===== config.mk =====
export PLATFORM = sky130hd
export DESIGN_NAME = mem_bus_arbiter
export DESIGN_NICKNAME = d
export VERILOG_FILES = /design/src/rtl/mem_bus_pkg.sv /design/src/rtl/bus_watchdog.sv /design/src/rtl/mem_bus_arbiter.sv
export SDC_FILE = /design/constraint.sdc
export NUM_CORES = 1
export LEC_CHECK = 0
export CAP_MARGIN = 30
export CORE_ASPECT_RATIO = 1.5
export CORE_MARGIN = 1.5
export CORE_UTILIZATION = 30
export CTS_BUF_LIST = sky130_fd_sc_hd__clkbuf_4
export CTS_CLUSTER_DIAMETER = 40
export DETAILED_ROUTE_END_ITERATION = 7
export PLACE_DENSITY = 0.75
export RECOVER_POWER = 50
export SLEW_MARGIN = 20
export SYNTH_ARGS = -nofsm -noshare
export SYNTH_HDL_FRONTEND = slang
export SYNTH_HIERARCHICAL = 1
export SYNTH_SLANG_ARGS = --single-unit

===== constraint.sdc =====
create_clock -name i_CLK -period 2.7 [get_ports i_CLK]
set_input_delay 0.27 -clock i_CLK [delete_from_list [all_inputs] [get_ports i_CLK]]
set_output_delay 0.27 -clock i_CLK [all_outputs]
set_load 0.005 [all_outputs]

===== src/rtl/mem_bus_pkg.sv =====
// Shared types and constants for the memory bus arbiter.
//   ADDR_W/DATA_W/BE_W : bus field widths
//   IF_BE              : byte enables used for every instruction fetch
//   arb_state_t        : arbiter FSM encoding
//   bus_cmd_t          : registered bus command payload
package mem_bus_pkg;

    localparam int unsigned ADDR_W = 32;
    localparam int unsigned DATA_W = 32;
    localparam int unsigned BE_W   = 4;

    localparam logic [BE_W-1:0] IF_BE = {BE_W{1'b1}};

    typedef enum logic [1:0] {
        ARB_IDLE   = 2'd0,
        ARB_GNT_IF = 2'd1,
        ARB_GNT_LS = 2'd2
    } arb_state_t;

    typedef struct packed {
        logic              we;
        logic [ADDR_W-1:0] addr;
        logic [DATA_W-1:0] wdata;
        logic [BE_W-1:0]   be;
    } bus_cmd_t;

endpackage


===== src/rtl/bus_watchdog.sv =====
// Access watchdog: counts cycles while enabled and flags the cycle in which
// the count reaches TIMEOUT-1.
//   i_CLK, i_RSTn : clock, synchronous active-low reset
//   i_CLR         : clear the count (held while no access is granted)
//   i_EN          : count enable (access in progress)
//   o_EXPIRE      : combinational, high while enabled at the last allowed cycle
module bus_watchdog #(
    parameter int unsigned TIMEOUT = 64
) (
    input  logic i_CLK,
    input  logic i_RSTn,
    input  logic i_CLR,
    input  logic i_EN,
    output logic o_EXPIRE
);

    localparam int unsigned      CNT_W = $clog2(TIMEOUT);
    localparam logic [CNT_W-1:0] LAST  = CNT_W'(TIMEOUT - 1);

    logic [CNT_W-1:0] r_count;

    // Counter holds at LAST so it can never wrap back to an early value.
    always_ff @(posedge i_CLK) begin
        if (!i_RSTn) begin
            r_count <= '0;
        end else if (i_CLR) begin
            r_count <= '0;
        end else if (i_EN && (r_count != LAST)) begin
            r_count <= r_count + CNT_W'(1);
        end
    end

    assign o_EXPIRE = i_EN && (r_count == LAST);

endmodule


===== src/rtl/mem_bus_arbiter.sv =====
// Two-master bus arbiter: instruction fetch (IF) and load/store (LS) share
// one slave port, one outstanding access at a time. LS has priority; after
// LS_STREAK_MAX consecutive LS grants taken while IF waits, IF is forced
// through. A watchdog terminates accesses the slave never answers.
//   i_CLK, i_RSTn                 : clock, synchronous active-low reset
//   i_IF_* / o_IF_*               : fetch master request and completion
//   i_LS_* / o_LS_*               : load/store master request and completion
//   o_BUS_*                       : registered command to the slave
//   i_BUS_RDATA/ACK/ERR           : slave response
// Completion outputs (ACK/ERR/RDATA) are combinational from the slave response.
module mem_bus_arbiter
    import mem_bus_pkg::*;
#(
    parameter int unsigned TIMEOUT       = 64,
    parameter int unsigned LS_STREAK_MAX = 4
) (
    input  logic              i_CLK,
    input  logic              i_RSTn,
    input  logic              i_IF_REQ,
    input  logic [ADDR_W-1:0] i_IF_ADDR,
    output logic [DATA_W-1:0] o_IF_RDATA,
    output logic              o_IF_ACK,
    output logic              o_IF_ERR,
    input  logic              i_LS_REQ,
    input  logic              i_LS_WE,
    input  logic [ADDR_W-1:0] i_LS_ADDR,
    input  logic [DATA_W-1:0] i_LS_WDATA,
    input  logic [BE_W-1:0]   i_LS_BE,
    output logic [DATA_W-1:0] o_LS_RDATA,
    output logic              o_LS_ACK,
    output logic              o_LS_ERR,
    output logic              o_BUS_REQ,
    output logic              o_BUS_WE,
    output logic [ADDR_W-1:0] o_BUS_ADDR,
    output logic [DATA_W-1:0] o_BUS_WDATA,
    output logic [BE_W-1:0]   o_BUS_BE,
    input  logic [DATA_W-1:0] i_BUS_RDATA,
    input  logic              i_BUS_ACK,
    input  logic              i_BUS_ERR
);

    localparam int unsigned         STREAK_W   = $clog2(LS_STREAK_MAX + 1);
    localparam logic [STREAK_W-1:0] STREAK_SAT = STREAK_W'(LS_STREAK_MAX);

    arb_state_t          r_state;
    logic [STREAK_W-1:0] r_streak;
    bus_cmd_t            r_cmd;
    logic                r_bus_req;

    logic     w_granted;
    logic     w_wd_hit;
    logic     w_slave_done;
    logic     w_wd_expire;
    logic     w_done;
    logic     w_err;
    logic     w_pick_if;
    logic     w_pick_ls;
    bus_cmd_t w_if_cmd;
    bus_cmd_t w_ls_cmd;

    assign w_granted = (r_state != ARB_IDLE);

    // Watchdog is cleared every idle cycle, so the count starts at 0 on the
    // first granted cycle.
    bus_watchdog #(
        .TIMEOUT (TIMEOUT)
    ) u_watchdog (
        .i_CLK    (i_CLK),
        .i_RSTn   (i_RSTn),
        .i_CLR    (!w_granted),
        .i_EN     (w_granted),
        .o_EXPIRE (w_wd_hit)
    );

    // A slave answer in the expiry cycle wins over the timeout.
    assign w_slave_done = i_BUS_ACK | i_BUS_ERR;
    assign w_wd_expire  = w_wd_hit & ~w_slave_done;
    assign w_done       = w_granted & (w_slave_done | w_wd_hit);
    assign w_err        = i_BUS_ERR | w_wd_expire;

    // IF wins when alone, or when LS has used up its streak while IF waited.
    assign w_pick_if = i_IF_REQ & (~i_LS_REQ | (r_streak == STREAK_SAT));
    assign w_pick_ls = i_LS_REQ & ~w_pick_if;

    assign w_if_cmd = '{we: 1'b0, addr: i_IF_ADDR, wdata: '0, be: IF_BE};
    assign w_ls_cmd = '{we: i_LS_WE, addr: i_LS_ADDR, wdata: i_LS_WDATA, be: i_LS_BE};

    // Arbitration FSM, streak counter and registered bus command.
    always_ff @(posedge i_CLK) begin
        if (!i_RSTn) begin
            r_state   <= ARB_IDLE;
            r_streak  <= '0;
            r_cmd     <= '0;
            r_bus_req <= 1'b0;
        end else begin
            case (r_state)
                ARB_IDLE: begin
                    if (w_pick_ls) begin
                        r_state   <= ARB_GNT_LS;
                        r_cmd     <= w_ls_cmd;
                        r_bus_req <= 1'b1;
                        if (!i_IF_REQ) begin
                            r_streak <= '0;
                        end else if (r_streak != STREAK_SAT) begin
                            r_streak <= r_streak + STREAK_W'(1);
                        end
                    end else if (w_pick_if) begin
                        r_state   <= ARB_GNT_IF;
                        r_cmd     <= w_if_cmd;
                        r_bus_req <= 1'b1;
                        r_streak  <= '0;
                    end
                end
                ARB_GNT_IF, ARB_GNT_LS: begin
                    if (w_done) begin
                        r_state   <= ARB_IDLE;
                        r_bus_req <= 1'b0;
                    end
                end
                default: begin
                    r_state   <= ARB_IDLE;
                    r_bus_req <= 1'b0;
                end
            endcase
        end
    end

    assign o_BUS_REQ   = r_bus_req;
    assign o_BUS_WE    = r_cmd.we;
    assign o_BUS_ADDR  = r_cmd.addr;
    assign o_BUS_WDATA = r_cmd.wdata;
    assign o_BUS_BE    = r_cmd.be;

    assign o_IF_ACK   = (r_state == ARB_GNT_IF) & w_done;
    assign o_IF_ERR   = (r_state == ARB_GNT_IF) & w_done & w_err;
    assign o_IF_RDATA = i_BUS_RDATA;

    assign o_LS_ACK   = (r_state == ARB_GNT_LS) & w_done;
    assign o_LS_ERR   = (r_state == ARB_GNT_LS) & w_done & w_err;
    assign o_LS_RDATA = i_BUS_RDATA;

endmodule


==> implementation parameters, run 1 <==
Parameter                              Value

Logic synthesis
  Number of distinct library cells after synthesis ... 39
  Portion of synthesized cell area occupied by the leading cell type ... 0.3972
  Net count after synthesis ... 651
  Post-synthesis cell type with the largest combined area ... dfxtp_1
  Top cells by count, synth ... dfxtp_1, buf_4, a21oi_1
  Fraction of registers with async set/reset ... 0
  Sequential-to-total area share from yosys stat ... 0.3972
  Yosys reg bits ... 81
  Number of synthesis warnings ... 6
  Library cell with the highest instance count after synthesis ... dfxtp_1
  Cells after Synth ... 506
  EDFF count, synth ... 0
  Synthesized area ... 4083 µm²
  Average size of a mapped cell ... 8.069 µm²
  Synth area leaders ... dfxtp_1, buf_4, a21oi_1
  Ys flop type ... dfxtp_1

Worst setup path
  Kind of start point of the critical path ... flop
  Reg2Reg Depth ... 6
  Arrival @ worst endpoint ... 2270 ps
  Required time reported for the critical path endpoint ... 2430 ps
  Type of destination of the critical path ... primary output
  Worst Path Class, Setup ... reg2out
  Worst Path Max Fanout ... 3

Global routing
  Sum of overflow across all layers after global routing ... 0
  Number of antenna violations at the first check in global routing ... 0
  Global-route wire length before repair ... 20090 µm
  Combined global-route utilization of all metal layers ... 0.1751
  Via count of the first global-routing pass ... 4030
  Pin count of the biggest net entering global routing ... 58

Timing
  Crit path setup slack, layout ... 156.2 ps
  Number of hold violations in the final report ... 0
  Post-route clock period utilization ... 0.9421
  Finish-stage setup viols ... 0
  Worst slew margin relative to its limit ... 0.3795
  Final Skew ... 16.23 ps
  Unrepaired setup endpoints after global routing ... false
  Setup TNS ... 0 ps
  Final min period ... 2544 ps
  Fin. max-slew vios ... 0
  Transition time of the tightest slew-check pin ... 929.8 ps
  Achievable Freq ... 393.1 MHz

CTS
  Clock network latency to the later pin of the worst-skew pair ... 430 ps
  Clock-pin slew on the worst setup and hold paths ... 140 ps
  TritonCTS clock tree ... built
  Clock root buffer ... clkbuf_4
  Clock buffers created by TritonCTS ... 9
  Number of buffers on the longest clock path ... 2
  Hold bufs inserted after CTS ... 0
  Clock net sink count ... 81
  Max H-tree Level ... 3

Flow run
  Max Cap Viol ... 0

Power
  Leakage dissipation ... 2.168 nW
  IR drop worst, VDD ... 0.2465 mV
  NetSw ... 0.9391 mW
  P_int ... 2.225 mW
  Clock network fraction of design power ... 0.260
  PD cells ... 554.2 nW/µm²
  Part of the total power dissipated in sequential elements ... 0.444
  Combinational cell fraction of total power ... 0.296
  Fraction of power spent switching nets ... 0.2968
  Overall power ... 3.164 mW

Place
  DP Worst Slack ... 384.3 ps
  Sum of net half-perimeters after detailed placement ... 9300 µm
  Count of port buffers added during placement ... 180
  Final weighted congestion in routability-driven placement ... 0.7591

Run status
  Run status ... complete, no violations

Detailed routing
  Count of TritonRoute iterations in the first routing pass ... 5
  Initial DRC Count ... 142
  Via/cell ratio ... 5.360
  DRT antenna net count ... 0
  Total DRC errors in the routed layout ... 0
  Routed wire length per instance ... 17.12 µm
  Vias after detailed routing ... 4127
  Routed Wire Length ... 13180 µm

Floorplanning
  Horizontal die dimension ... 98.25 µm
  Count of boundary I/O pins ... 277
  Vertical die dimension ... 145.9 µm
  Core Footprint ... 13400 µm²
  Die area ... 14330 µm²
  Number of placement rows ... 52
  Effective utilization at floorplan ... 0.3046

Finish
  Fraction of layout instances using a drive strength above 1 ... 0.07401
  Area added between synthesis and finish ... 39.84%
  Final net count ... 748
  Utilization after layout ... 0.4260
  Number of diodes added for antenna fixing ... 0
  Fill cells ... 1350

Hold path
  Tightest Hold Check Type ... in2reg
  Min-Delay Path Depth ... 3
critical path, stage by stage, from the launching register on:
cell	delay (ps)
dfxtp_2	360
inv_2	50
ha_2	180
inv_1	70
and4_4	230
and3_4	200
nor3_4	40
nor2_1	100
and2_1	130
clkdlybuf4s50_1	490
stage by stage:
| step | instances | cell area, µm² | hold WS [ps] |
|---|---|---|---|
| after global routing | 770 | 5709 | 350.2 |
| after floorplan | 506 | 4083 | 425.1 |
| after detailed placement | 751 | 5493 | 446.0 |
| after CTS | 769 | 5680 | 324.7 |
| after global placement | 751 | 5493 | 442.1 |
| final | 770 | 5709 | 375.4 |
cells in the final DEF (no fill, tap or decap), drive strengths merged, types with 2 or more instances in the layout:
cell	instances
o21ai	71
nand4	34
and2	4
dfxtp	81
o21a	3
a21boi	8
nor3	4
nand2	42
ha	6
dlymetal6s2s	3
clkinvlp	2
nor2	7
a31oi	34
buf	15
a21oi	66
nand3	5
clkbuf	11
mux2i	2
dlygate4sd3	42
inv	8
o31ai	2
clkdlybuf4s50	134
nand2b	2
nor3b	2
nor2b	3
and4	2
and3	5
bufinv	2
timing repair:
item,4_1_cts,5_1_grt
buffers inserted,2,1
resized for setup,6,7
endpoints found under the hold margin,0,0
endpoints found under the setup margin,4,4
cloned,0,0
pin swaps,1,2
power groups by stage:
stage | logic [mW] | clock network, mW | registers [mW]
after floorplan | 0.488 | 0 | 1.43
after global placement | 0.930 | 0 | 1.43
after detailed placement | 0.958 | 0 | 1.43
after CTS | 0.966 | 0.858 | 1.41
after global routing | 1.02 | 0.902 | 1.42
final | 0.936 | 0.824 | 1.40
logic make-up (layout without fill, tap and decap cells):
family          count (synthesis)  in the layout  synth area share
compound gates                189            189            0.2590
mux                             2              2          0.004904
flops                          81             81            0.3972
buf+inv                       116            218            0.1756
fa+ha+maj                       6              6           0.01839
simple gates                  112            112            0.1450
final cells by class:
cell class | count | area (µm²) | area share
Sequential cell | 81 | 1625 | 0.2847
Clock inverter | 5 | 80.08 | 0.01403
Timing Repair Buffer | 194 | 1922 | 0.3366
Multi-Input combinational cell | 309 | 1767 | 0.3094
Clock buffer | 11 | 82.58 | 0.01446
Inverter | 8 | 30.03 | 0.005260
Tap cell | 162 | 202.7 | 0.03550
state kept, by name (all words and copies together) (netlist names):
register            cells
o_BUS_ADDR             32
o_BUS_WDATA            32
u_watchdog/r_count      6
o_BUS_BE                4
r_streak                3
r_state                 2
o_BUS_REQ               1
o_BUS_WE                1
path summary, 6_finish.rpt:
| kind | start | end | slack [ps] |
|---|---|---|---|
| max | r_state[0] | o_IF_ACK | 160 |
| min | i_LS_REQ | o_BUS_WDATA[23] | 380 |
| max reg2reg | r_state[0] | o_BUS_ADDR[1] | 880 |
| min reg2reg | o_BUS_WDATA[6] | o_BUS_WDATA[6] | 460 |
metal layers:
| metal | part of all wire | track usage | routed length, µm |
|---|---|---|---|
| met5 | 0 | 0 | 0 |
| met4 | 0.059 | 0.1183 | 774 |
| met3 | 0.068 | 0.03842 | 900 |
| met2 | 0.52 | 0.3197 | 6907 |
| met1 | 0.35 | 0.1740 | 4597 |
Note: power is estimated with default switching activity, not from simulation.
==> run 2: changes to the inputs <==
- CORE_UTILIZATION: 30 -> 35
- PLACE_DENSITY: 0.75 -> 0.84
==> implementation parameters, run 2 (synthesis results as in run 1) <==
Parameter                              Value

Timing
  Number of hold violations in the final report ... 0 (unchanged)
  Transition time of the tightest slew-check pin ... 721.9 ps (-207.8 ps)
  Worst slew margin relative to its limit ... 0.5182 (+0.1387)
  Fin. max-slew vios ... 0 (unchanged)
  Final min period ... 2563 ps (+19.69 ps)
  Post-route clock period utilization ... 0.9494 (+0.007291)
  Final Skew ... 19.58 ps (+3.349 ps)
  Unrepaired setup endpoints after global routing ... false
  Finish-stage setup viols ... 0 (unchanged)
  Setup TNS ... 0 ps (unchanged)
  Worst hold margin ... 362.2 ps (-13.16 ps)
  Achievable Freq ... 390.1 MHz (-0.77%)

Floorplanning
  Number of placement rows ... 48 (-7.7%)
  Count of boundary I/O pins ... 277 (unchanged)
  Die area ... 12340 µm² (-14%)
  Vertical die dimension ... 135.3 µm (-7.3%)
  Effective utilization at floorplan ... 0.3578 (+0.05317)
  Horizontal die dimension ... 91.19 µm (-7.2%)
  Core Footprint ... 11410 µm² (-15%)

Worst setup path
  Worst-path cell with the longest stage delay ... clkdlybuf4s50_1
  Worst Path Max Fanout ... 6 (+3)
  Arrival @ worst endpoint ... 2290 ps (+20 ps)
  Buffers plus inverters on the worst setup path ... 1 (-2)
  Type of destination of the critical path ... primary output
  Cell family with the largest share of critical-path delay ... simple AND/OR/NAND/NOR gates
  Minimum setup slack among reg-to-reg paths ... 840 ps (-40 ps)
  Kind of start point of the critical path ... flop
  Ordered cell list for the critical path ... ha_2 -> and4_4 -> and3_4 -> nor3_4 -> nor2_1 -> and2_1 -> clkdlybuf4s50_1
  Maximum single-stage delay on the critical path ... 490 ps (about the same)
  Worst Path Class, Setup ... reg2out
  Required time reported for the critical path endpoint ... 2430 ps (about the same)

Detailed routing
  DRT met1 WL ... 4712 µm (+2.5%)
  Detail Route met3 WL ... 894 µm (-0.67%)
  Via/cell ratio ... 5.564 (+3.8%)
  Routed Wire Length ... 13450 µm (+2.1%)
  DRT antenna net count ... 0 (unchanged)
  Highest routing layer actually used ... met4
  Vias after detailed routing ... 4240 (+2.7%)
  Initial DRC Count ... 259 (+82%)
  Count of TritonRoute iterations in the first routing pass ... 5 (unchanged)
  Routed wire length per instance ... 17.65 µm (+3.1%)
  Met2 wire length ... 7002 µm (+1.4%)
  Total DRC errors in the routed layout ... 0 (unchanged)

Power
  Leakage dissipation ... 2.146 nW (-1.0%)
  PD cells ... 524.7 nW/µm² (-5.3%)
  NetSw ... 0.9402 mW (+0.12%)
  P_int ... 2.030 mW (-8.8%)
  Part of the total power dissipated in sequential elements ... 0.473 (+0.029)
  Fraction of power spent switching nets ... 0.3165 (+0.01973)
  Combinational cell fraction of total power ... 0.315 (+0.019)
  Clock network fraction of design power ... 0.212 (-0.048)
  IR drop worst, VDD ... 0.3045 mV (+23%)

CTS
  Clock-pin slew on the worst setup and hold paths ... 120 ps (-20 ps)
  Clock buffers created by TritonCTS ... 9 (unchanged)
  TritonCTS clock tree ... built
  Hold bufs inserted after CTS ... 0 (unchanged)
  Clock network latency to the later pin of the worst-skew pair ... 430 ps (about the same)
  Clock net sink count ... 81 (unchanged)
  Number of buffers on the longest clock path ... 2 (unchanged)
  Max H-tree Level ... 3 (unchanged)
  Clock root buffer ... clkbuf_4

Flow run
  Max Cap Viol ... 0 (unchanged)

Finish
  Area added between synthesis and finish ... 38.65%
  Fill cells ... 1080 (-20%)
  Most common cell after layout, fill and taps aside ... clkdlybuf4s50_1
  Most frequent cells in the layout ... clkdlybuf4s50_1, dfxtp_1, a21oi_1
  Fraction of layout instances using a drive strength above 1 ... 0.07856 (+0.004547)
  Final net count ... 751 (+0.40%)

Global routing
  Via count of the first global-routing pass ... 4243 (+5.3%)
  Number of antenna violations at the first check in global routing ... 1 (+1)
  Sum of overflow across all layers after global routing ... 0 (unchanged)
  Pin count of the biggest net entering global routing ... 56 (-3.4%)
  Global-route wire length before repair ... 20680 µm (+3.0%)
  Combined global-route utilization of all metal layers ... 0.2116 (+0.03646)

Run status
  Run status ... complete, no violations

Place
  Sum of net half-perimeters after detailed placement ... 9571 µm (+2.9%)
  Count of port buffers added during placement ... 180 (unchanged)
  Final weighted congestion in routability-driven placement ... 0.8157 (+7.5%)

Hold path
  Tightest Hold Check Type ... in2reg
run 2: cell types whose count changed in the layout (fill, tap and decap cells not counted), sizes merged:
cell	delta
buf	+3
bufinv	-2
clkdlybuf4s50	+2
dlygate4sd3	-2
clkinv	+1
clkinvlp	+1
diode	+1
run 2: cell type report:
type	instances	area (µm²)	area share
diodes	1	2.502	0.0004421
clock buffers	11	82.58	0.01459
clock inverters	5	32.53	0.005747
inverters	8	30.03	0.005305
multi-input cells	309	1769	0.3126
flip-flops and latches	81	1624	0.2869
well taps	150	187.7	0.03316
repair buffers	197	1932	0.3413
run 2: power by group through the flow:
stage / sequential, mW / combinational, mW / clock (mW)
after detailed placement: 1.43 / 0.946 / 0
after floorplan: 1.43 / 0.488 / 0
after global routing: 1.42 / 1.01 / 0.716
after CTS: 1.41 / 0.956 / 0.662
after global placement: 1.43 / 0.917 / 0
final: 1.40 / 0.935 / 0.630
run 2: path summary, 6_finish.rpt:
path                    startpoint               to  cells past startpoint
max          u_watchdog/r_count[0]         o_IF_ACK                      7
min                       i_LS_REQ       r_state[1]                      3
max reg2reg             r_state[0]   o_BUS_ADDR[29]                      7
min reg2reg        o_BUS_WDATA[17]  o_BUS_WDATA[17]                      2
run 2: worst register-to-register path, stage by stage, from the launching register on:
cell and delay [ps]:
dfxtp_2 340, inv_2 70, ha_2 180, buf_4 410, o21ai_4 110, buf_4 320, a31oi_1 260, a21oi_1 100
run 2: per-layer routing:
layer | global-route usage | vias up
met5 | 0 | -
met2 | 0.3789 | 221
met1 | 0.2123 | 2001
li1 | - | 1943
met4 | 0.1667 | 0
met3 | 0.04153 | 75
run 2: metrics by stage:
step                      setup WS, ps  instance area, µm²  power (mW)  instances  utilization
final                            136.5                5660       2.970        762       0.4961
after global routing             9.785                5660       3.154        762       0.4961
after CTS                       0.2609                5630       3.026        760       0.4934
after detailed placement         371.4                5485       2.377        742       0.4807
after global placement           456.9                5485       2.343        742       0.4807
after floorplan                  549.8                4083       1.921        506            -
run 2: repair_timing:
item                       in CTS  in global routing
pin swaps                       1                  1
gates resized for setup         5                  9
setup buffers                   2                  1
setup endpoints to repair       4                  4
==> run 3: changes to the inputs <==
- SKIP_CTS_REPAIR_TIMING: unset -> 1
==> implementation parameters, run 3 (synthesis results as in run 1) <==
Parameter                              Value

Floorplanning
  Die area ... 12340 µm² (unchanged)
  Core Footprint ... 11410 µm² (unchanged)
  Count of boundary I/O pins ... 277 (unchanged)
  Horizontal die dimension ... 91.19 µm (unchanged)
  Vertical die dimension ... 135.3 µm (unchanged)
  Effective utilization at floorplan ... 0.3578 (unchanged)
  Number of placement rows ... 48 (unchanged)

Timing
  Finish-stage setup viols ... 0 (unchanged)
  Number of hold violations in the final report ... 0 (unchanged)
  Worst hold margin ... 365.7 ps (+3.433 ps)
  Worst slew margin relative to its limit ... 0.5048 (-0.01333)
  Crit path setup slack, layout ... 139.2 ps (+2.670 ps)
  Post-route clock period utilization ... 0.9484 (-0.0009889)
  Final min period ... 2561 ps (-2.670 ps)
  Fin. max-slew vios ... 0 (unchanged)
  Setup TNS ... 0 ps (unchanged)
  Achievable Freq ... 390.5 MHz (+0.10%)
  Transition time of the tightest slew-check pin ... 741.9 ps (+19.97 ps)
  Unrepaired setup endpoints after global routing ... false
  Final Skew ... 20.16 ps (+0.5752 ps)

CTS
  Clock-pin slew on the worst setup and hold paths ... 110 ps (about the same)
  TritonCTS clock tree ... built
  Number of buffers on the longest clock path ... 2 (unchanged)
  Clock root buffer ... clkbuf_4
  Max H-tree Level ... 3 (unchanged)
  Clock network latency to the later pin of the worst-skew pair ... 430 ps (about the same)
  Clock net sink count ... 81 (unchanged)
  Clock buffers created by TritonCTS ... 9 (unchanged)

Global routing
  GR Layer Usage met2 ... 0.3752 (-0.003731)
  Combined global-route utilization of all metal layers ... 0.2104 (-0.001181)
  Met3 usage ... 0.04153 (unchanged)
  Sum of overflow across all layers after global routing ... 0 (unchanged)
  Via count of the first global-routing pass ... 4221 (-0.52%)
  Number of antenna violations at the first check in global routing ... 1 (unchanged)
  Pin count of the biggest net entering global routing ... 56 (unchanged)
  Met1 track utilization from global routing ... 0.2123 (unchanged)
  Busiest layer in global routing ... met2
  Global-route wire length before repair ... 20580 µm (-0.50%)

Place
  Sum of net half-perimeters after detailed placement ... 9571 µm (unchanged)
  DP Worst Slack ... 371.4 ps (unchanged)
  Count of port buffers added during placement ... 180 (unchanged)
  Cell count after placement ... 742 (unchanged)
  Final weighted congestion in routability-driven placement ... 0.8157 (unchanged)
  Placement-stage cell area ... 5485 µm² (unchanged)

Worst setup path
  Critical R2R Capture ... o_BUS_ADDR[4]
  Ordered cell list for the critical path ... inv_2 -> ha_2 -> inv_1 -> and4_4 -> and3_4 -> nor3_4 -> nor2_1 -> and2_1 -> clkdlybuf4s50_1
  Launch point of the worst reg-to-reg path ... r_state[0]
  Kind of start point of the critical path ... flop
  Type of destination of the critical path ... primary output
  Reg2Reg Depth ... 7 (unchanged)
  Maximum single-stage delay on the critical path ... 490 ps (about the same)
  Worst-path cell with the longest stage delay ... clkdlybuf4s50_1
  Required time reported for the critical path endpoint ... 2430 ps (about the same)
  Worst Path Class, Setup ... reg2out
  Arrival @ worst endpoint ... 2290 ps (about the same)
  Minimum setup slack among reg-to-reg paths ... 830 ps (about the same)
  Worst Path Max Fanout ... 3 (-3)

Power
  Fraction of power spent switching nets ... 0.3169 (+0.0003403)
  NetSw ... 0.9403 mW (about the same)
  Combinational cell fraction of total power ... 0.314 (about the same)
  Clock network fraction of design power ... 0.212 (about the same)
  P_int ... 2.027 mW (-0.15%)
  Leakage dissipation ... 2.137 nW (-0.42%)
  PD cells ... 525.5 nW/µm² (+0.15%)
  IR drop worst, VDD ... 0.3049 mV (+0.14%)
  Part of the total power dissipated in sequential elements ... 0.474 (about the same)
  Overall power ... 2.967 mW (about the same)

Finish
  Final net count ... 749 (-0.27%)
  Post-route standard cell area excluding fillers ... 5647 µm² (-0.24%)
  Utilization after layout ... 0.4948 (-0.001207)
  Most frequent cells in the layout ... clkdlybuf4s50_1, dfxtp_1, a21oi_1
  Fill cells ... 1089 (+0.83%)
  Most common cell after layout, fill and taps aside ... clkdlybuf4s50_1
  Final Non-Filler Cells ... 760 (-0.26%)
  Area added between synthesis and finish ... 38.31%
  Fraction of layout instances using a drive strength above 1 ... 0.07718 (-0.001384)

Detailed routing
  Vias after detailed routing ... 4263 (+0.54%)
  Count of TritonRoute iterations in the first routing pass ... 6 (+1)
  Routed Wire Length ... 13490 µm (+0.27%)
  DRT antenna net count ... 0 (unchanged)
  Initial DRC Count ... 277 (+6.9%)
  Via/cell ratio ... 5.609 (+0.81%)
  Total DRC errors in the routed layout ... 0 (unchanged)
  Routed wire length per instance ... 17.74 µm (+0.53%)

Flow run
  Max Cap Viol ... 0 (unchanged)

Run status
  Run status ... complete, no violations

Hold path
  HP Start ... i_LS_REQ
  Min-Delay Path Depth ... 3 (unchanged)
  End point of the worst hold path ... o_BUS_WDATA[19]
  Tightest Hold Check Type ... in2reg
==> run 3: cell types whose count changed in the layout (fill, tap and decap cells not counted) <==
cell	delta
buf_4	-2
dfxtp_1	-1
dfxtp_2	+1
==> run 3: how the worst max path moves through the flow <==
stage               start       end  slack (ps)  depth (start not counted)
6_report       r_state[0]  o_IF_ACK         140                          9
5_1_grt        r_state[0]  o_IF_ACK          10                          9
4_1_cts        r_state[0]  o_LS_ACK        -120                          9
3_5_place_dp   r_state[0]  o_LS_ACK         370                          9
3_3_place_gp   r_state[0]  o_LS_ACK         460                          9
2_1_floorplan  r_state[0]  o_IF_ACK         550                          9
==> run 3: critical path: cells and delay by family (launching register included) <==
| kind | cells | cell delay (ps) |
|---|---|---|
| adder cells (fa/ha/maj) | 1 | 180 |
| flip-flops | 1 | 350 |
| buffers and inverters | 3 | 610 |
| AND/OR/NAND/NOR | 5 | 720 |
==> run 3: power by group through the flow <==
stage	logic, mW	clock network [mW]	registers (mW)
after floorplan	0.488	0	1.43
after global placement	0.917	0	1.43
after detailed placement	0.946	0	1.43
after CTS	0.951	0.662	1.41
after global routing	1.01	0.716	1.42
final	0.932	0.630	1.41
==> run 3: final cells by class <==
class	instances	area, µm²	area share
well taps	150	187.7	0.03324
inverters	8	30.03	0.005318
flip-flops and latches	81	1625	0.2878
clock inverters	5	32.53	0.005761
multi-input cells	309	1769	0.3133
clock buffers	11	82.58	0.01462
repair buffers	195	1917	0.3395
diodes	1	2.502	0.0004432
==> run 3: per-layer routing <==
metal / routed length, µm / part of all wire
met5: 0 / 0
met2: 6982 / 0.52
met3: 926 / 0.069
met1: 4739 / 0.35
met4: 837 / 0.062
